`src/rtl/uart_pkg.sv`:
```
// Shared definitions for the UART receive controller: state encoding,
// default data width and the drain-timeout derivation.
package uart_pkg;

  localparam int DATAWIDTH_DEF = 8;
  localparam int OVERSAMPLE    = 16;

  typedef enum logic [1:0] {
    ST_OFF   = 2'd0,
    ST_RUN   = 2'd1,
    ST_DRAIN = 2'd2
  } state_e;

  // Ticks needed to finish a worst-case frame: start + data + parity + stop + slack.
  function automatic int stop_tmo_f(input int dw);
    return OVERSAMPLE * (dw + 4);
  endfunction

endpackage

```
`src/rtl/uart_sync_fifo.sv`:
```
// Show-ahead synchronous FIFO with wrap-bit pointers and an occupancy output.
// Head is presented combinationally; output reads zero while empty.
module uart_sync_fifo #(
  parameter int WIDTH = 9,
  parameter int DEPTH = 8
) (
  input  logic                     clk,
  input  logic                     rst,
  input  logic                     wr_en_i,
  input  logic [WIDTH-1:0]         wr_data_i,
  input  logic                     rd_en_i,
  output logic [WIDTH-1:0]         rd_data_o,
  output logic                     empty_o,
  output logic                     full_o,
  output logic [$clog2(DEPTH):0]   level_o
);

  localparam int AW = $clog2(DEPTH);

  logic [AW:0]      wr_ptr_q, rd_ptr_q;
  logic [WIDTH-1:0] mem_q [DEPTH];
  logic             do_wr, do_rd;

  assign empty_o = (wr_ptr_q == rd_ptr_q);
  assign full_o  = (wr_ptr_q[AW] != rd_ptr_q[AW]) &&
                   (wr_ptr_q[AW-1:0] == rd_ptr_q[AW-1:0]);
  assign level_o = wr_ptr_q - rd_ptr_q;

  // A write into a full FIFO is legal when the head is popped in the same cycle.
  assign do_rd = rd_en_i && !empty_o;
  assign do_wr = wr_en_i && (!full_o || rd_en_i);

  always_ff @(posedge clk or posedge rst) begin
    if (rst) begin
      wr_ptr_q <= '0;
      rd_ptr_q <= '0;
    end else begin
      if (do_wr) wr_ptr_q <= wr_ptr_q + 1'b1;
      if (do_rd) rd_ptr_q <= rd_ptr_q + 1'b1;
    end
  end

  always_ff @(posedge clk) begin
    if (do_wr) mem_q[wr_ptr_q[AW-1:0]] <= wr_data_i;
  end

  assign rd_data_o = empty_o ? '0 : mem_q[rd_ptr_q[AW-1:0]];

endmodule

```
`src/rtl/uart_rx_ctrl.sv`:
```
// UART receiver controller: oversampling tick, enable gating with clean
// drain on disable, received-byte FIFO and host-side error status.
module uart_rx_ctrl
  import uart_pkg::*;
#(
  parameter int DATAWIDTH  = DATAWIDTH_DEF,
  parameter int FIFO_DEPTH = 8,
  parameter int DIV_W      = 16,
  parameter int STOP_TMO   = stop_tmo_f(DATAWIDTH)
) (
  input  logic                          clk,
  input  logic                          rx_rst,
  input  logic                          cfg_en,
  input  logic [DIV_W-1:0]              cfg_div,
  input  logic                          clr,
  output logic                          s_tick,
  output logic                          rx_en,
  input  logic [DATAWIDTH-1:0]          rx_dout,
  input  logic                          rx_done,
  input  logic                          rx_busy,
  input  logic                          rx_error,
  input  logic                          rd_en,
  output logic [DATAWIDTH-1:0]          rd_data,
  output logic                          rd_err,
  output logic                          empty,
  output logic                          full,
  output logic [$clog2(FIFO_DEPTH):0]   level,
  output logic                          overrun,
  output logic [7:0]                    err_cnt,
  output logic                          active
);

  localparam int TW = $clog2(STOP_TMO + 1);
  localparam logic [TW-1:0] TMO_LAST = TW'(STOP_TMO - 1);

  state_e           state_q, state_d;
  logic [DIV_W-1:0] div_q, div_d, cnt_q, cnt_d;
  logic [TW-1:0]    tmo_q, tmo_d;
  logic             rx_en_q;
  logic             overrun_q, overrun_d;
  logic [7:0]       err_cnt_q, err_cnt_d, err_base;
  logic             fifo_wr, drop;
  logic [DATAWIDTH:0] head;

  assign s_tick = (state_q != ST_OFF) && (cnt_q == div_q);

  always_comb begin
    state_d = state_q;
    unique case (state_q)
      ST_OFF:   if (cfg_en) state_d = ST_RUN;
      ST_RUN:   if (!cfg_en) state_d = rx_busy ? ST_DRAIN : ST_OFF;
      ST_DRAIN: if (!rx_busy || rx_done || (s_tick && tmo_q == TMO_LAST))
                  state_d = ST_OFF;
      default:  state_d = ST_OFF;
    endcase
  end

  // Divisor is sampled only on OFF->RUN so a live frame never sees a rate change.
  always_comb begin
    div_d = div_q;
    cnt_d = cnt_q;
    tmo_d = tmo_q;
    if (state_q == ST_OFF && cfg_en) div_d = cfg_div;
    if (state_q == ST_OFF || state_d == ST_OFF) cnt_d = '0;
    else if (s_tick)                            cnt_d = '0;
    else                                        cnt_d = cnt_q + 1'b1;
    if (state_q == ST_RUN && state_d == ST_DRAIN) tmo_d = '0;
    else if (state_q == ST_DRAIN && s_tick)       tmo_d = tmo_q + 1'b1;
  end

  assign fifo_wr = rx_done && (!full || rd_en);
  assign drop    = rx_done && !fifo_wr;

  // Clear acts first so an event in the same cycle lands on the cleared value.
  always_comb begin
    overrun_d = (overrun_q && !clr) || drop;
    err_base  = clr ? 8'd0 : err_cnt_q;
    err_cnt_d = err_base;
    if (rx_done && rx_error && err_base != 8'hFF) err_cnt_d = err_base + 8'd1;
  end

  always_ff @(posedge clk or posedge rx_rst) begin
    if (rx_rst) begin
      state_q   <= ST_OFF;
      div_q     <= '0;
      cnt_q     <= '0;
      tmo_q     <= '0;
      rx_en_q   <= 1'b0;
      overrun_q <= 1'b0;
      err_cnt_q <= '0;
    end else begin
      state_q   <= state_d;
      div_q     <= div_d;
      cnt_q     <= cnt_d;
      tmo_q     <= tmo_d;
      rx_en_q   <= (state_d != ST_OFF);
      overrun_q <= overrun_d;
      err_cnt_q <= err_cnt_d;
    end
  end

  assign rx_en   = rx_en_q;
  assign active  = rx_en_q;
  assign overrun = overrun_q;
  assign err_cnt = err_cnt_q;

  uart_sync_fifo #(
    .WIDTH (DATAWIDTH + 1),
    .DEPTH (FIFO_DEPTH)
  ) u_fifo (
    .clk       (clk),
    .rst       (rx_rst),
    .wr_en_i   (fifo_wr),
    .wr_data_i ({rx_error, rx_dout}),
    .rd_en_i   (rd_en),
    .rd_data_o (head),
    .empty_o   (empty),
    .full_o    (full),
    .level_o   (level)
  );

  assign rd_err  = head[DATAWIDTH];
  assign rd_data = head[DATAWIDTH-1:0];

endmodule

```
`config.mk`:
```
export PLATFORM = sky130hd
export DESIGN_NAME = uart_rx_ctrl
export DESIGN_NICKNAME = d
export VERILOG_FILES = /design/src/rtl/uart_pkg.sv /design/src/rtl/uart_sync_fifo.sv /design/src/rtl/uart_rx_ctrl.sv
export SDC_FILE = /design/constraint.sdc
export NUM_CORES = 1
export LEC_CHECK = 0
export BUFFER_PORTS_ARGS = -buffer_cell sky130_fd_sc_hd__buf_2
export CORE_ASPECT_RATIO = 1.75
export CORE_MARGIN = 4
export CORE_UTILIZATION = 59
export DETAILED_ROUTE_END_ITERATION = 10
export GPL_TIMING_DRIVEN = 0
export MAX_ROUTING_LAYER = met4
export PLACE_DENSITY_LB_ADDON = 0.05
export SLEW_MARGIN = 5
export SYNTH_ARGS = -nofsm -noshare
export SYNTH_HDL_FRONTEND = slang
export SYNTH_SLANG_ARGS = --single-unit
```
`constraint.sdc`:
```
create_clock -name clk -period 3.3 [get_ports clk]
set_clock_uncertainty 0.1 [all_clocks]
set_input_delay 0.825 -clock clk [delete_from_list [all_inputs] [get_ports clk]]
set_output_delay 0.825 -clock clk [all_outputs]
set_load 0.05 [all_outputs]
```
==> flow_summary.json <==
{
  "fin_cells": 647,
  "setup_viol": 0,
  "criticalPathCategory": "reg2out",
  "worstHoldStart": "cnt_q[0]",
  "htree_levels": 4,
  "crit_fanout": 10,
  "die_w_um": 83.3,
  "initial_core_util": 0.610,
  "mappedNetlistNets": 471,
  "grt_usage": 0.237,
  "crit_path_start": "u_fifo.rd_ptr_q[1]",
  "hold_viol": 0,
  "yosysUniqueCellTypes": 38,
  "first_iter_violations": 214,
  "synth_edf_count": 72,
  "via_per_inst": 5.69,
  "routed_wl_mm": 12.4,
  "utilization": 0.725,
  "numCtsBuffers": 17,
  "drive_gt1_frac": 0.275,
  "wl_per_cell_um": 19.1,
  "final_nets": 552,
  "post-place-cells": 613,
  "outcome": "finished, final reports clean",
  "critPathArrivalTime_ns": 2.29,
  "die_h_um": 140,
  "p_leak_nw": 2.81,
  "antenna_left": 0,
  "crit_required_ns": 2.37,
  "port_buffers": 58,
  "synthTopCellsByArea": "edfxtp_1 37%, dfrtp_1 26%, mux4_2 6.9%, xor2_1 4.0%, mux2_2 3.5%",
  "start_kind": "flip-flop",
  "postCtsHoldBufs": 0,
  "cap_viol_max_count": 0,
  "synthCells": 430,
  "clockRootBuffer": "clkbuf_16",
  "synthDominantCellAreaShare": 0.369,
  "yosysTopAreaCell": "edfxtp_1",
  "cts.sinks": 132,
  "clkTransAtPathRegs_ns": 0.05,
  "maxSlewHeadroom": 0.231,
  "synth_seq_area_share": 0.626,
  "grt_pass1_vias": 4032,
  "clk_path_buf_depth": 2,
  "core_area_um2": 9590,
  "io_pins": 59,
  "power_density_nw_per_um2": 896,
  "period_minus_slack_ns": 3.22,
  "maxSlewViolCount": 0,
  "num_vias": 3681,
  "drc_errors": 0,
  "ys_async_sr_fraction": 0.455,
  "place_congestion": 0.887,
  "dr.pass1.iters": 6,
  "syn_area_um2": 5850,
  "cts_tree": "yes",
  "grt_pass1_wl_mm": 20.3,
  "yosys_warnings": 0,
  "synthTopCellsByCount": "72 x edfxtp_1, 60 x dfrtp_1, 49 x nand2_1",
  "syn_area_per_cell_um2": 13.6,
  "peakVddDrop_mv": 0.713,
  "timing.rr.start": "u_fifo.rd_ptr_q[1]",
  "rsz0062_at_grt": "false",
  "clock_latency_ns": 0.41,
  "min_path_type": "reg2reg",
  "cp-end-kind": "primary output",
  "grt_overflow": 0,
  "finalSetupTns_ns": 0,
  "num-fill-cells": 637,
  "ys.flop_type": "edfxtp_1",
  "antenna_found_initial": 1,
  "multi_input_area_um2": 2110,
  "yosysMostFrequentCell": "edfxtp_1",
  "worst_pin_slew_ns": 1.15,
  "ff_latch_area_um2": 3660,
  "syn_to_final_growth_pct": 18.8,
  "synth_seq_cells": 132,
  "rows": 47,
  "grt_max_degree": 32,
  "dp_hpwl_mm": 8.51,
  "max_clock_freq_mhz": 311,
  "die_area_um2": 11600,
  "post-route-period-util": 0.974
}
[path summary, 6_finish.rpt]
check,endpoint,slack [ns],cells past startpoint
worst max-delay path,rd_err,0.08,8
worst min-delay path,cnt_q[0],0.39,1
worst max register to register,u_fifo.mem_q[2][8],0.24,7
worst min register to register,cnt_q[0],0.39,1
max in group asynchronous,tmo_q[7],2.10,3
min in group asynchronous,cnt_q[13],0.41,2
[sequential cells by signal, summed over array words and instances, names as in the netlist]
signal           cells
active               1
cnt_q               16
div_q               16
err_cnt              8
overrun              1
state_q              2
tmo_q                8
u_fifo.mem_q        72
u_fifo.rd_ptr_q      4
u_fifo.wr_ptr_q      4
[cells by family after synthesis]
logic type,synth area share
buffers and inverters,0.0186
muxes,0.119
xor gates and xnor gates,0.0688
and+or+nand+nor,0.124
DFF,0.626
adders and majority gates,0.0205
AOI/OAI and AO/OA,0.0222
[through the flow]
stage	total power [mW]	area, µm²	worst slack, ns	hold slack [ns]
floorplan	3.86	5860	0.107	0.361
global placement	4.37	6300	-0.521	0.382
detailed placement	4.44	6350	-0.208	0.388
CTS	6.25	6940	0.0167	0.396
global route	6.52	6950	0.0203	0.423
finish	6.23	6950	0.0845	0.394
[layout make-up]
cell class | instances | area share
diodes | 1 | 0.000360
plain buffers | 12 | 0.00990
clock buffers | 18 | 0.0617
clock inverters | 14 | 0.0164
inverters | 14 | 0.00756
multi-input cells | 272 | 0.303
flip-flops and latches | 132 | 0.527
well taps | 122 | 0.0220
repair buffers | 62 | 0.0518
[where the power goes]
group | total [mW] | leakage (nW) | switching [mW] | internal (mW)
sequential | 2.12 | 1.43 | 0.133 | 1.99
combinational | 2.40 | 1.12 | 1.61 | 0.790
clock | 1.71 | 0.255 | 0.683 | 1.03
[routing by layer]
layer / global-route usage / up-vias / wire [µm]
met5: - / - / 0
met3: 0.0526 / 16 / 440
met2: 0.435 / 105 / 7360
met4: 0.0939 / 0 / 190
li1: - / 1709 / -
met1: 0.240 / 1851 / 4400
[critical path, cell delays in order (launching register included)]
cell      delay, ns
dfrtp_1        0.46
clkbuf_8       0.25
inv_1          0.06
ha_1           0.33
nand3_2        0.15
nor2_4         0.06
buf_12         0.14
a21oi_1        0.19
buf_4          0.24
[timing repair]
item	in CTS	in global routing
endpoints found under the setup margin	67	17
hold endpoints to repair	0	0
gates resized for setup	9	4
buffers inserted	1	0
pin swaps	1	0
[cells in the final DEF (no fill, tap or decap), drive strengths merged, types with 8 or more instances in the layout]
master	instances
xnor2	19
mux2i	9
inv	15
mux2	18
ha	8
xor2	27
nor2b	8
dfrtp	60
nand2	49
nand4	8
nand3	8
buf	65
clkbuf	27
nor4	11
edfxtp	72
nor3	12
nor2	36
mux4	18
a21oi	10
nand2b	10
(Power assumes the default switching activity.)
